==> src/rtl/mp_port_rx.sv <==
// mp_port_rx: ingress receiver for one input port of the multi-port cache.
// Checks sop/eop framing, buffers words in a packet FIFO with a speculative
// write pointer, and only exposes whole, committed packets to the read side.
module mp_port_rx #(
   parameter int DATA_WIDTH   = 32,
   parameter int DEPTH        = 64,
   parameter int AFULL_MARGIN = 8,
   parameter int CNT_WIDTH    = 16
) (
   input  logic                  clk,
   input  logic                  rst_n_in,
   input  logic                  wr_sop,
   input  logic                  wr_eop,
   input  logic                  wr_vld,
   input  logic [DATA_WIDTH-1:0] wr_data,
   input  logic                  ready,
   output logic                  rd_sop,
   output logic                  rd_eop,
   output logic                  rd_vld,
   output logic [DATA_WIDTH-1:0] rd_data,
   output logic                  full,
   output logic                  almost_full,
   output logic [CNT_WIDTH-1:0]  pkt_cnt,
   output logic [CNT_WIDTH-1:0]  drop_cnt
);

   localparam int AW  = $clog2(DEPTH);
   localparam int PW  = AW + 1;
   localparam int CW1 = CNT_WIDTH + 1;

   typedef enum logic [1:0] {IDLE, RECV, DROP} state_t;

   state_t        state_reg, state_next;
   logic [PW-1:0] wr_ptr_reg, wr_ptr_next;
   logic [PW-1:0] cm_ptr_reg, cm_ptr_next;
   logic [PW-1:0] rd_ptr_reg, rd_ptr_next;
   logic [PW-1:0] base_ptr, count_eff, count_next;
   logic          room, start_pkt, we, pop, pkt_inc;
   logic [1:0]    drop_inc;
   logic          sop_pend_reg;
   logic [CW1-1:0] drop_sum;

   // Word storage; bit DATA_WIDTH carries the eop flag of each word.
   logic [DATA_WIDTH:0] ram [DEPTH];

   // A sop arriving mid-packet rolls back to the commit point first, so the
   // room check for that word must be made against the rolled-back pointer.
   assign base_ptr  = (state_reg == RECV && wr_vld && wr_sop) ? cm_ptr_reg : wr_ptr_reg;
   assign count_eff = base_ptr - rd_ptr_reg;
   assign room      = (count_eff != PW'(DEPTH));
   assign pop       = ready && (rd_ptr_reg != cm_ptr_reg);
   assign rd_ptr_next = rd_ptr_reg + PW'(pop);
   assign count_next  = wr_ptr_next - rd_ptr_next;
   assign drop_sum    = {1'b0, drop_cnt} + CW1'(drop_inc);

   // Write-side framing FSM: next state, pointer updates and counter strobes.
   always_comb begin
      state_next  = state_reg;
      wr_ptr_next = wr_ptr_reg;
      cm_ptr_next = cm_ptr_reg;
      we          = 1'b0;
      start_pkt   = 1'b0;
      pkt_inc     = 1'b0;
      drop_inc    = 2'd0;
      if (wr_vld) begin
         case (state_reg)
            IDLE: begin
               if (wr_sop) start_pkt = 1'b1;
               else        drop_inc  = 2'd1;   // stray word outside a packet
            end
            RECV: begin
               if (wr_sop) begin
                  drop_inc  = 2'd1;            // abandon the unfinished packet
                  start_pkt = 1'b1;
               end else if (room) begin
                  we          = 1'b1;
                  wr_ptr_next = wr_ptr_reg + PW'(1);
                  if (wr_eop) begin
                     cm_ptr_next = wr_ptr_reg + PW'(1);
                     pkt_inc     = 1'b1;
                     state_next  = IDLE;
                  end
               end else begin
                  wr_ptr_next = cm_ptr_reg;
                  drop_inc    = 2'd1;
                  state_next  = wr_eop ? IDLE : DROP;
               end
            end
            DROP: begin
               if (wr_sop)      start_pkt  = 1'b1;
               else if (wr_eop) state_next = IDLE;
            end
            default: state_next = IDLE;
         endcase
      end
      if (start_pkt) begin
         if (room) begin
            we          = 1'b1;
            wr_ptr_next = base_ptr + PW'(1);
            if (wr_eop) begin
               cm_ptr_next = base_ptr + PW'(1);
               pkt_inc     = 1'b1;
               state_next  = IDLE;
            end else begin
               state_next  = RECV;
            end
         end else begin
            wr_ptr_next = cm_ptr_reg;
            drop_inc    = drop_inc + 2'd1;
            state_next  = wr_eop ? IDLE : DROP;
         end
      end
   end

   // State, pointers, status flags and saturating statistics.
   always_ff @(posedge clk) begin
      if (!rst_n_in) begin
         state_reg   <= IDLE;
         wr_ptr_reg  <= '0;
         cm_ptr_reg  <= '0;
         rd_ptr_reg  <= '0;
         full        <= 1'b0;
         almost_full <= 1'b0;
         pkt_cnt     <= '0;
         drop_cnt    <= '0;
      end else begin
         state_reg   <= state_next;
         wr_ptr_reg  <= wr_ptr_next;
         cm_ptr_reg  <= cm_ptr_next;
         rd_ptr_reg  <= rd_ptr_next;
         full        <= (count_next == PW'(DEPTH));
         almost_full <= ((DEPTH - int'(count_next)) <= AFULL_MARGIN);
         if (pkt_inc && pkt_cnt != '1)
            pkt_cnt <= pkt_cnt + CNT_WIDTH'(1);
         drop_cnt <= drop_sum[CNT_WIDTH] ? '1 : drop_sum[CNT_WIDTH-1:0];
      end
   end

   // RAM write port; stale contents are harmless since pointers gate reads.
   always_ff @(posedge clk) begin
      if (we)
         ram[base_ptr[AW-1:0]] <= {wr_eop, wr_data};
   end

   // Registered read port and output framing; rd_data holds between pops.
   always_ff @(posedge clk) begin
      if (!rst_n_in) begin
         rd_vld       <= 1'b0;
         rd_sop       <= 1'b0;
         rd_eop       <= 1'b0;
         rd_data      <= '0;
         sop_pend_reg <= 1'b1;
      end else begin
         rd_vld <= pop;
         rd_sop <= pop && sop_pend_reg;
         rd_eop <= pop && ram[rd_ptr_reg[AW-1:0]][DATA_WIDTH];
         if (pop) begin
            rd_data      <= ram[rd_ptr_reg[AW-1:0]][DATA_WIDTH-1:0];
            sop_pend_reg <= ram[rd_ptr_reg[AW-1:0]][DATA_WIDTH];
         end
      end
   end

endmodule

==> config.mk <==
export PLATFORM = sky130hd
export DESIGN_NAME = mp_port_rx
export DESIGN_NICKNAME = d
export VERILOG_FILES = /design/src/rtl/mp_port_rx.sv
export SDC_FILE = /design/constraint.sdc
export NUM_CORES = 2
export LEC_CHECK = 0
export CAP_MARGIN = 30
export CORE_AREA = 2 2 374 376
export CTS_CLUSTER_DIAMETER = 200
export DETAILED_ROUTE_END_ITERATION = 6
export DIE_AREA = 0 0 376 378
export GPL_ROUTABILITY_DRIVEN = 0
export PLACE_DENSITY_LB_ADDON = 0.12
export RECOVER_POWER = 50
export SLEW_MARGIN = 20
export SYNTH_ARGS = -nofsm -noshare
export SYNTH_HDL_FRONTEND = slang
export SYNTH_SLANG_ARGS = --single-unit
==> constraint.sdc <==
create_clock -name clk -period 9.5 [get_ports clk]
set_input_delay 2.375 -clock clk [delete_from_list [all_inputs] [get_ports clk]]
set_output_delay 2.375 -clock clk [all_outputs]
set_load 0.02 [all_outputs]
==> results.sh <==
export IMPL_grt_overflow_total=0
export IMPL_ff2ff_setup_slack_ps=980
export IMPL_min_period_over_period_pct=89.7
export IMPL_synth_flop_cell="edfxtp_1"
export IMPL_io_buffers=106
export IMPL_post_cts_buffers=0
export IMPL_setup_violations=0
export IMPL_ir_drop_uv=232
export IMPL_drt_wl_total_um=209000
export IMPL_timing_rr_start="rd_ptr_reg[1]$_SDFF_PN0_"
export IMPL_antenna_found_initial=13
export IMPL_crit_end="sop_pend_reg$_SDFFE_PN1P_"
export IMPL_cts_buffers=210
export IMPL_setup_ws_ps=976
export IMPL_drtIter0Drc=6001
export IMPL_crit_required_ps=10180
export IMPL_async_flop_share_pct=0
export IMPL_ys_ff_latch=2205
export IMPL_fillCellCount=8211
export IMPL_cts_resized=0
export IMPL_ys_seq_area_share_pct=76.9
export IMPL_syn_avg_cell_area_um2=23.4
export IMPL_dr_pass1_iters=6
export IMPL_largest_reg_flops=2112
export IMPL_slew_headroom_pct=-206
export IMPL_initial_core_util_pct=61.3
export IMPL_fp_dieW_um=376
export IMPL_power_density_mw_per_mm2=228
export IMPL_tns_ps=0
export IMPL_failed_checks="max-capacitance violations, max-slew violations"
export IMPL_post_dp_hpwl_um=126000
export IMPL_placed_cells=5500
export IMPL_ff2ff_path_depth=10
export IMPL_finalNetCount=3976
export IMPL_synth_edf_count=2112
export IMPL_drc=0
export IMPL_grt_total_usage_pct=30.1
export IMPL_synth_top_area_share_pct=74.7
export IMPL_synth_commonest_cells="edfxtp_1 (2112), mux4_2 (687), nor2_1 (121), dfxtp_1 (93), clkbuf_1 (76)"
export IMPL_pre_cts_slack_ps=802
export IMPL_synthCells=3630
export IMPL_yosys_warnings=0
export IMPL_hold_class="flip-flop to flip-flop"
export IMPL_path_clk_slew_ps=60
export IMPL_worst_path_max_fanout=148
export IMPL_postRouteAntennaNets=0
export IMPL_drv_cap=35
export IMPL_cts_hold_buf=0
export IMPL_routedWlPerCell_um=35.4
export IMPL_drv_slew=2316
export IMPL_skew_ps=27.8
export IMPL_ys_types=57
export IMPL_synth_fp_nets=3694
export IMPL_crit_start="rd_ptr_reg[1]$_SDFF_PN0_"
export IMPL_syn_to_final_growth_pct=13.0
export IMPL_clk_path_buf_depth=3
export IMPL_synth_most_common_cell="edfxtp_1"
export IMPL_endpoint_kind="flip-flop"
export IMPL_timing_hold_ws_ps=462
export IMPL_static_leakage_power_uw=0.0295
export IMPL_finalHoldViolCount=0
export IMPL_cts_root_buf="clkbuf_16"
export IMPL_cts_num_sinks=2205
export IMPL_cp_arrival_ps=9200
export IMPL_period_needed_ps=8520
export IMPL_critPathKind="flip-flop to flip-flop"
export IMPL_drive_gt1_share_pct=29.8
export IMPL_yosysTopAreaCell="edfxtp_1"
export IMPL_yosys_top_cells_area="edfxtp_1 (75%), mux4_2 (18%), dfxtp_1 (2.2%)"
export IMPL_timing_rr_end="sop_pend_reg$_SDFFE_PN1P_"
export IMPL_num_vias=40600
export IMPL_cts_tree="built"
export IMPL_htreeDepth=4
export IMPL_ioPinCount=107
export IMPL_status="finished, violations left"
export IMPL_core_area_mm2=0.139
export IMPL_rows=137
export IMPL_fmax_mhz=117
export IMPL_die_area_mm2=0.142
export IMPL_grt_pass1_wl_um=299000
export IMPL_routed_via_density=6.87
export IMPL_start_kind="flip-flop"
export IMPL_clk_insertion_delay_late_ps=830
export IMPL_final_cells=5910
export IMPL_grt_pass1_vias=40100
export IMPL_worst_slew_pin_slew_ps=4590
export IMPL_rsz0062_at_grt="no"
export IMPL_dieHeight_um=378
export IMPL_grt_max_degree=149
export IMPL_syn_area_mm2=0.0849
## stage by stage
stage | instance area [µm²] | power, µW | utilization (%)
after floorplan | 84900 | 12900 | -
after global placement | 88700 | 13900 | 64.0
after detailed placement | 89300 | 14000 | 64.4
after CTS | 96000 | 22000 | 69.3
after global routing | 96000 | 22500 | 69.3
final | 96000 | 21900 | 69.3
## layout by cell type, fill, tap and decap left out, types with 38 or more instances in the layout
master	n
mux4_2	687
clkbuf_16	214
buf_4	82
dlygate4sd3_1	71
edfxtp_1	2112
clkinv_1	44
nor2_1	56
nand3_1	38
nor2_4	65
nand2_1	75
clkinv_2	49
clkbuf_1	81
dfxtp_1	88
## area by class of cell
class	instances	area, µm²	share of cell area, %
Timing Repair Buffer	255	2390	2.49
Inverter	26	108	0.112
Clock buffer	262	5560	5.79
Sequential cell	2205	65300	68.0
Tap cell	1807	2260	2.36
Antenna cell	8	20.0	0.0209
Clock inverter	133	1150	1.20
Multi-Input combinational cell	1214	19200	20.0
## per-layer routing
layer	vias up	GRT usage [%]	routed length (µm)
met3	263	6.26	20600
met4	6	8.32	5340
met5	-	0	36
met1	21900	44.7	82000
li1	16100	-	-
met2	2289	46.6	101000
## worst max-delay path, stage by stage, from the launching register on
cell and delay [ps]:
dfxtp_4 840, buf_4 410, buf_16 300, clkbuf_2 3170, clkbuf_2 1270, buf_12 320, mux4_2 480, mux4_2 580
mux4_2 550, nand2_1 90, o211ai_1 90
## cell families (layout without fill, tap and decap cells)
family	count (synthesis)	count (layout)	synth area share [%]
flops	2205	2205	76.9
mux	706	706	18.4
simple gates	312	312	1.67
buf+inv	211	676	1.10
compound gates	115	115	0.955
xor+xnor	55	55	0.576
fa+ha+maj	26	26	0.401
other cells	0	8	0
## power by group
part	internal, µW	switching (µW)	leakage, µW
clock	4610	3510	0.00328
combinational	1400	1580	0.00652
sequential	10700	68.9	0.0197
## worst min-delay path by stage
stage,end,cells past startpoint,startpoint,slack (ps)
floorplan,rd_sop$_SDFF_PN0_,2,sop_pend_reg$_SDFFE_PN1P_,420
global placement,rd_sop$_SDFF_PN0_,2,sop_pend_reg$_SDFFE_PN1P_,430
detailed placement,rd_sop$_SDFF_PN0_,2,sop_pend_reg$_SDFFE_PN1P_,460
CTS,rd_sop$_SDFF_PN0_,2,sop_pend_reg$_SDFFE_PN1P_,470
global route,rd_sop$_SDFF_PN0_,2,sop_pend_reg$_SDFFE_PN1P_,480
finish,rd_data[27]$_SDFFE_PN0P_,1,rd_data[27]$_SDFFE_PN0P_,460
Note: power is estimated with default switching activity, not from simulation.
